File: config.mk
export PLATFORM = sky130hd
export DESIGN_NAME = seg_sequence_monitor
export DESIGN_NICKNAME = d
export VERILOG_FILES = /design/src/rtl/seg_sequence_monitor.sv
export SDC_FILE = /design/constraint.sdc
export NUM_CORES = 1
export LEC_CHECK = 0
export CAP_MARGIN = 20
export CORE_MARGIN = 2
export CORE_UTILIZATION = 42
export CTS_BUF_LIST = sky130_fd_sc_hd__clkbuf_8
export DETAILED_ROUTE_END_ITERATION = 8
export SLEW_MARGIN = 20
export SYNTH_ARGS = -nofsm -noshare
export SYNTH_HDL_FRONTEND = slang
export SYNTH_SLANG_ARGS = --single-unit
File: constraint.sdc
create_clock -name clock -period 4.74 [get_ports clock]
set_input_delay 0.711 -clock clock [delete_from_list [all_inputs] [get_ports clock]]
set_output_delay 0.711 -clock clock [all_outputs]
set_load 0.1 [all_outputs]
File: src/rtl/seg_sequence_monitor.sv
// Decodes an active-low 7-segment bus back to BCD and tracks the display ring
// 3,1,8,0,5,7,9,6,2, reporting hold/forward/backward/jump steps and protocol errors.
module seg_sequence_monitor #(
    parameter int STABLE_N = 2,
    parameter int ERR_W    = 8
) (
    input  logic             clock,
    input  logic             reset,
    input  logic             sample_en,
    input  logic [6:0]       seg,
    output logic [3:0]       digit,
    output logic             digit_valid,
    output logic             blank,
    output logic [1:0]       step,
    output logic             step_valid,
    output logic             seq_err,
    output logic [ERR_W-1:0] err_count
);

    typedef enum logic [1:0] {S_SYNC, S_TRACK, S_BLANK} state_t;

    localparam logic [3:0]       STABLE  = 4'(STABLE_N);
    localparam logic [ERR_W-1:0] ERR_MAX = '1;

    state_t     state, state_n;
    logic [6:0] last_seg;
    logic [3:0] stable_cnt, cnt_n;
    logic       accept;
    logic [3:0] idx, idx_n;

    logic [3:0] dec_digit;
    logic       dec_ok, dec_blank;
    logic [3:0] ring_idx;
    logic       ring_ok;
    logic [3:0] fwd_idx, bwd_idx;

    logic [3:0] digit_n;
    logic       dv_n, blank_n, sv_n, err_n;
    logic [1:0] step_n;

    always_comb begin
        dec_digit = 4'd0;
        dec_ok    = 1'b1;
        dec_blank = 1'b0;
        case (seg)
            7'b0000001: dec_digit = 4'd0;
            7'b1001111: dec_digit = 4'd1;
            7'b0010010: dec_digit = 4'd2;
            7'b0000110: dec_digit = 4'd3;
            7'b1001100: dec_digit = 4'd4;
            7'b0100100: dec_digit = 4'd5;
            7'b0100000: dec_digit = 4'd6;
            7'b0001111: dec_digit = 4'd7;
            7'b0000000: dec_digit = 4'd8;
            7'b0000100: dec_digit = 4'd9;
            7'b1111111: begin dec_ok = 1'b0; dec_blank = 1'b1; end
            default:    dec_ok = 1'b0;
        endcase
    end

    // Position on the display ring; digit 4 decodes but has no ring slot.
    always_comb begin
        ring_idx = 4'd0;
        ring_ok  = dec_ok;
        case (dec_digit)
            4'd3:    ring_idx = 4'd0;
            4'd1:    ring_idx = 4'd1;
            4'd8:    ring_idx = 4'd2;
            4'd0:    ring_idx = 4'd3;
            4'd5:    ring_idx = 4'd4;
            4'd7:    ring_idx = 4'd5;
            4'd9:    ring_idx = 4'd6;
            4'd6:    ring_idx = 4'd7;
            4'd2:    ring_idx = 4'd8;
            default: ring_ok  = 1'b0;
        endcase
    end

    assign fwd_idx = (idx == 4'd8) ? 4'd0 : idx + 4'd1;
    assign bwd_idx = (idx == 4'd0) ? 4'd8 : idx - 4'd1;

    always_comb begin
        if (seg == last_seg)
            cnt_n = (stable_cnt >= STABLE) ? STABLE : stable_cnt + 4'd1;
        else
            cnt_n = 4'd1;
        accept = sample_en && (cnt_n == STABLE);
    end

    always_comb begin
        state_n = state;
        idx_n   = idx;
        digit_n = digit;
        dv_n    = digit_valid;
        blank_n = blank;
        step_n  = step;
        sv_n    = 1'b0;
        err_n   = 1'b0;
        if (accept) begin
            dv_n    = dec_ok;
            blank_n = dec_blank;
            if (dec_ok)
                digit_n = dec_digit;
            case (state)
                S_SYNC: begin
                    if (dec_blank) begin
                        state_n = S_BLANK;
                    end else if (ring_ok) begin
                        idx_n   = ring_idx;
                        state_n = S_TRACK;
                    end else begin
                        err_n = 1'b1;
                    end
                end
                S_TRACK: begin
                    if (dec_blank) begin
                        step_n  = 2'b11;
                        sv_n    = 1'b1;
                        state_n = S_BLANK;
                    end else if (ring_ok) begin
                        sv_n  = 1'b1;
                        idx_n = ring_idx;
                        if (ring_idx == idx)
                            step_n = 2'b00;
                        else if (ring_idx == fwd_idx)
                            step_n = 2'b01;
                        else if (ring_idx == bwd_idx)
                            step_n = 2'b10;
                        else begin
                            step_n = 2'b11;
                            err_n  = 1'b1;
                        end
                    end else begin
                        err_n   = 1'b1;
                        state_n = S_SYNC;
                    end
                end
                S_BLANK: begin
                    if (dec_blank) begin
                        state_n = S_BLANK;
                    end else if (ring_ok && ring_idx == 4'd0) begin
                        step_n  = 2'b01;
                        sv_n    = 1'b1;
                        idx_n   = 4'd0;
                        state_n = S_TRACK;
                    end else if (ring_ok) begin
                        err_n   = 1'b1;
                        idx_n   = ring_idx;
                        state_n = S_TRACK;
                    end else begin
                        err_n   = 1'b1;
                        state_n = S_SYNC;
                    end
                end
                default: state_n = S_SYNC;
            endcase
        end
    end

    always_ff @(posedge clock) begin
        if (reset) begin
            state       <= S_SYNC;
            last_seg    <= 7'h7F;
            stable_cnt  <= 4'd0;
            idx         <= 4'd0;
            digit       <= 4'd0;
            digit_valid <= 1'b0;
            blank       <= 1'b0;
            step        <= 2'b00;
            step_valid  <= 1'b0;
            seq_err     <= 1'b0;
            err_count   <= '0;
        end else begin
            if (sample_en) begin
                last_seg   <= seg;
                stable_cnt <= cnt_n;
            end
            state       <= state_n;
            idx         <= idx_n;
            digit       <= digit_n;
            digit_valid <= dv_n;
            blank       <= blank_n;
            step        <= step_n;
            step_valid  <= sv_n;
            seq_err     <= err_n;
            if (err_n && err_count != ERR_MAX)
                err_count <= err_count + 1'b1;
        end
    end

endmodule

## Yosys cells after proc, flatten, opt, wreduce, memory -nomap -nowiden

Index checks and enable logic that the tools add are counted.

- $add $sub $neg: 4
- $lt $le $gt $ge: 1
- Eq/ne operators: 33
- Multiplexer cells: 46
- Bitwise gates (word level): 1
- Reductions and logical operators: 18

Operator list:

| operator | count |
|---|---|
| case mux 4 bit (9 select lines) | 1 |
| 2-to-1 mux 4 bit | 8 |
| case mux 4 bit (8 select lines) | 1 |
| 2-to-1 mux 2 bit | 11 |
| equality test 7 bit, second input constant | 3 |
| 2-to-1 mux 1 bit | 20 |
| equality test 7 x 3 -> 1 bit, second input constant | 2 |
| equality test 7 x 6 -> 1 bit, second input constant | 2 |
| equality test 4 x 2 -> 1 bit, second input constant | 3 |
| equality test 4 x 3 -> 1 bit, second input constant | 3 |
| equality test 4 bit | 3 |
| equality test 4 bit, second input constant | 3 |
| logical NOT 4 bit | 3 |
| OR reduction 10 bit | 1 |
| inequality test 3 bit, second input constant | 3 |
| OR reduction 9 bit | 1 |
| adder 4 x 1 -> 4 bit, second input constant | 2 |
| adder 8 x 1 -> 8 bit, second input constant | 1 |
| inequality test 8 bit, second input constant | 1 |
| case mux 4 bit (2 select lines) | 1 |
| equality test 7 x 1 -> 1 bit, second input constant | 1 |
| equality test 7 x 4 -> 1 bit, second input constant | 1 |
| equality test 7 x 5 -> 1 bit, second input constant | 1 |
| equality test 7 bit | 1 |
| 20 further kinds | 26 |

- Register bits after elaboration: 35
- Bits of input ports: 10
- Output and inout bits: 18

## Logic depth before layout (Yosys ltp)

- Depth after elaboration: 13
- Depth in mapped cells: 11
- Mapped depth without buffers: 10

## Least setup slack after synthesis

No wires, ideal clock.

- Path kind: input to register
- Start: input port seg[0]
- End: register err_count[2]
- Setup time: 123 ps
- Arrival: 2888 ps
- Slack: 1729 ps
- Cell stages on the path: 9
- Path buffers: 1
- Cells stage by stage: buf_4 or3b_4 nor2_2 o221ai_4 xnor2_1 a2111o_1 and4b_4 o21ai_1 mux2_1

- Word-level cells in the longest chain between the ends: 13

RTL lines:

| what | RTL line | RTL |
|---|---|---|
| start, declared | 10 | `input logic [6:0] seg,` |
| equality test 7 x 3 -> 1 bit, or another cell as far along | 45 | `case (seg)` |
| case mux 4 bit (9 select lines) | 45 |  |
| equality test 4 x 2 -> 1 bit, or another cell as far along | 65 | `case (dec_digit)` |
| case mux 4 bit (8 select lines) | 65 |  |
| equality test 4 bit | 127 | `else if (ring_idx == bwd_idx)` |
| 2-to-1 mux 1 bit | 127 |  |
| 2-to-1 mux 1 bit | 125 | `else if (ring_idx == fwd_idx)` |
| 2-to-1 mux 1 bit | 123 | `if (ring_idx == idx)` |
| 2-to-1 mux 1 bit | 120 | `end else if (ring_ok) begin` |
| 2-to-1 mux 1 bit | 116 | `if (dec_blank) begin` |
| case mux 1 bit (3 select lines) | 104 | `case (state)` |
| 2-to-1 mux 1 bit * | 99 | `if (accept) begin` |
| logical AND 1 bit * | 186 | `if (err_n && err_count != ERR_MAX)` |
| end signal, assigned | 187 | `err_count <= err_count + 1'b1;` |
| end, declared | 17 | `output logic [ERR_W-1:0] err_count` |

Mark *: on every way between the ends. The rest lies on a longest branch, timed or not.
A chain may end at the register's enable or synchronous reset.

## Final worst setup path

- Start: input port seg[2]
- End: register err_count[5]

The elaborated chain is that of the path after synthesis.

==> flow_summary.json <==
{
  "status": "completed",
  "top_usage_layer": "met2",
  "min_period_ns": 3.76,
  "via_per_inst": 5.60,
  "worst_slew_pin_slew_ns": 0.982,
  "drv_cap": 0,
  "fp.dieW_microns": 82.5,
  "async_flop_share_pct": 0,
  "rows": 28,
  "crit_family": "simple AND/OR/NAND/NOR gates",
  "met1_usage_pct": 23.6,
  "dieArea_sq_um": 6800,
  "crit_arrival_ns": 3.94,
  "place_hpwl_microns": 4260,
  "crit_required_ns": 4.92,
  "ys_ff_latch": 35,
  "hold_class": "reg2reg",
  "post-cts-setup-buffers": 0,
  "vias": 2281,
  "maxSlewHeadroom_pct": 34.3,
  "slowest_delay_ns": 0.81,
  "timing.hold.ws_ns": 0.470,
  "drv_slew": 0,
  "cts_tree": "yes",
  "finalSetupViolCount": 0,
  "synth.distinct_cells": 70,
  "grt_start_max_net_pins": 24,
  "avgSynthCellArea_sq_um": 8.31,
  "start_kind": "input port",
  "grt.met2_usage_pct": 27.8,
  "synth_area_leaders": "dfxtp_1 27%, ha_1 4.8%, nor2b_1 4.1%",
  "ys_warn_count": 0,
  "utilization_pct": 50.2,
  "drt-initial-drc-count": 74,
  "hold_viol": 0,
  "use_met3_pct": 4.24,
  "period_share_pct": 79.4,
  "cts_buffers": 5,
  "crit_path_max_fanout": 13,
  "core_sq_um": 5920,
  "grt.total_usage_pct": 17.7,
  "power_density_nw_per_um2": 193,
  "antenna_found_initial": 0,
  "post_cts_resized": 0,
  "synth_top_area_cell": "dfxtp_1",
  "ios": 28,
  "port_buffers": 27,
  "synthCells": 311,
  "syn-num-nets": 331,
  "peakVddDrop_mv": 0.123,
  "gp_congestion": 0.845,
  "setup_slack_ns": 0.976,
  "finalSetupTns_ns": 0,
  "drive_gt1_share_pct": 11.7,
  "clkSinkCount": 35,
  "crit_type": "in2reg",
  "cts-hold-fix-buffers": 0,
  "grt_pass1_wl_microns": 9220,
  "max_freq_mhz": 266,
  "rsz0062_at_grt": "no",
  "ant_nets": 0,
  "p_leak_nw": 1.03,
  "wl_per_cell_microns": 14.1,
  "htreeDepth": 2,
  "cp-end-kind": "flip-flop",
  "firstDrtPassIters": 4,
  "clock_latency_ns": 0.29,
  "place_ws_ns": 0.646,
  "start_util_pct": 43.7,
  "fin_total_pwr_mw": 0.573,
  "totalWireLength_microns": 5750,
  "yosysTopAreaCellShare_pct": 27.1,
  "seq_area_frac_synth_pct": 27.1,
  "crit_chain": "clkdlybuf4s50_1, and4bb_1, o31ai_2, a31oi_2, o22ai_1, nor4b_1, nand4b_2, a21oi_2, mux2_4",
  "grt_pass1_vias": 1972,
  "cts_max_path_buffers": 2,
  "synth_flop_cell": "dfxtp_1",
  "area_growth_pct": 15.0,
  "drc": 0,
  "die_h_microns": 82.5,
  "path_clk_slew_ns": 0.07,
  "path_buf_inv": 1,
  "synth_area_sq_um": 2580,
  "cts_root_buf": "clkbuf_8",
  "cpMaxStageDelayCell": "clkdlybuf4s50_1",
  "fin_worst_skew_ns": 0.00566,
  "nets": 351,
  "n_antenna_cell": 0,
  "synth_edf_count": 0,
  "grt-ovfl-total": 0
}
[Yosys cell counts, types with 4 or more instances]
master / number
nor3b_1: 4
nor3_1: 5
or4_1: 4
nor2_1: 26
mux2i_1: 4
o21ai_1: 4
mux2_4: 4
nand3_1: 17
ha_1: 10
nor2b_1: 17
inv_1: 8
clkbuf_1: 8
xnor2_1: 10
nand2b_1: 6
a21oi_1: 20
nand4_1: 4
buf_2: 7
o21ai_0: 7
a21oi_2: 4
nor4_1: 4
xor2_1: 5
dfxtp_1: 35
a211o_1: 10
nand2_1: 22
and2_1: 4
[final timing paths]
kind                                start      endpoint  slack [ns]  depth (start not counted)
worst max-delay path               seg[2]  err_count[5]        0.98                          9
worst min-delay path              step[1]       step[1]        0.47                          2
worst max register to register  flip-flop  err_count[3]        1.77                         10
worst min register to register    step[1]       step[1]        0.47                          2
[sequential cells by signal (all words and copies together) (netlist names), named ones only]
name and cells:
idx 2, err_count 8, digit_valid 1, state 2, step_valid 1, step 2, digit 4, last_seg 7
stable_cnt 4, blank 1, seq_err 1
[routing by layer]
layer | share of wire, % | up-vias
met1 | 51 | 1057
met4 | 1.8 | 0
met5 | 0 | -
met3 | 3.8 | 8
li1 | - | 1175
met2 | 44 | 41
[placed cells by master (no fill, tap or decap), types with 3 or more instances in the layout]
cell,n
dfxtp_1,35
clkdlybuf4s50_1,27
nor2_1,26
nand2_1,22
a21oi_1,20
nor2b_1,17
nand3_1,17
inv_1,10
a211o_1,10
xnor2_1,10
ha_1,10
o21ai_0,7
nand2b_1,6
xor2_1,5
nor3_1,5
clkbuf_8,5
nand4_1,4
nor4_1,4
or4_1,4
nor3b_1,4
mux2i_1,4
and2_1,4
o21ai_1,4
a21oi_2,4
mux2_4,4
and3_1,3
o211ai_1,3
or2_2,3
o22ai_1,3
buf_4,3
[report_power, final]
group          total [mW]  internal, mW  switching, mW
Sequential          0.302         0.299        0.00285
Combinational      0.0681        0.0284         0.0398
Clock               0.203        0.0987          0.104
[tightest hold or removal path, stage by stage (launching register included)]
cell and delay [ns]:
dfxtp_1 0.31, nand2_1 0.05, a21oi_1 0.06
[through the flow]
step	instance area, sq um	cells
global route	2970	407
detailed placement	2890	399
CTS	2970	407
global placement	2890	399
finish	2970	407
floorplan	2580	311
[cell families (layout without fill, tap and decap cells)]
logic type | Yosys count | after routing | synth area share, %
compound gates | 79 | 79 | 23.2
flops | 35 | 35 | 27.1
mux | 10 | 10 | 4.74
buf+inv | 27 | 48 | 4.55
simple gates | 135 | 135 | 30.4
xor+xnor | 15 | 15 | 5.08
fa+ha+maj | 10 | 10 | 4.84
[final cells by class]
| class | instances | area [sq um] |
|---|---|---|
| tap | 75 | 93.8 |
| multi-input combinational | 249 | 1770 |
| clock buffer | 5 | 68.8 |
| clock inverter | 3 | 12.5 |
| timing repair buffer | 30 | 293 |
| fill | 588 | 2950 |
| inverter | 10 | 37.5 |
| sequential | 35 | 701 |
No activity file was read; power rests on OpenSTA's default activity.
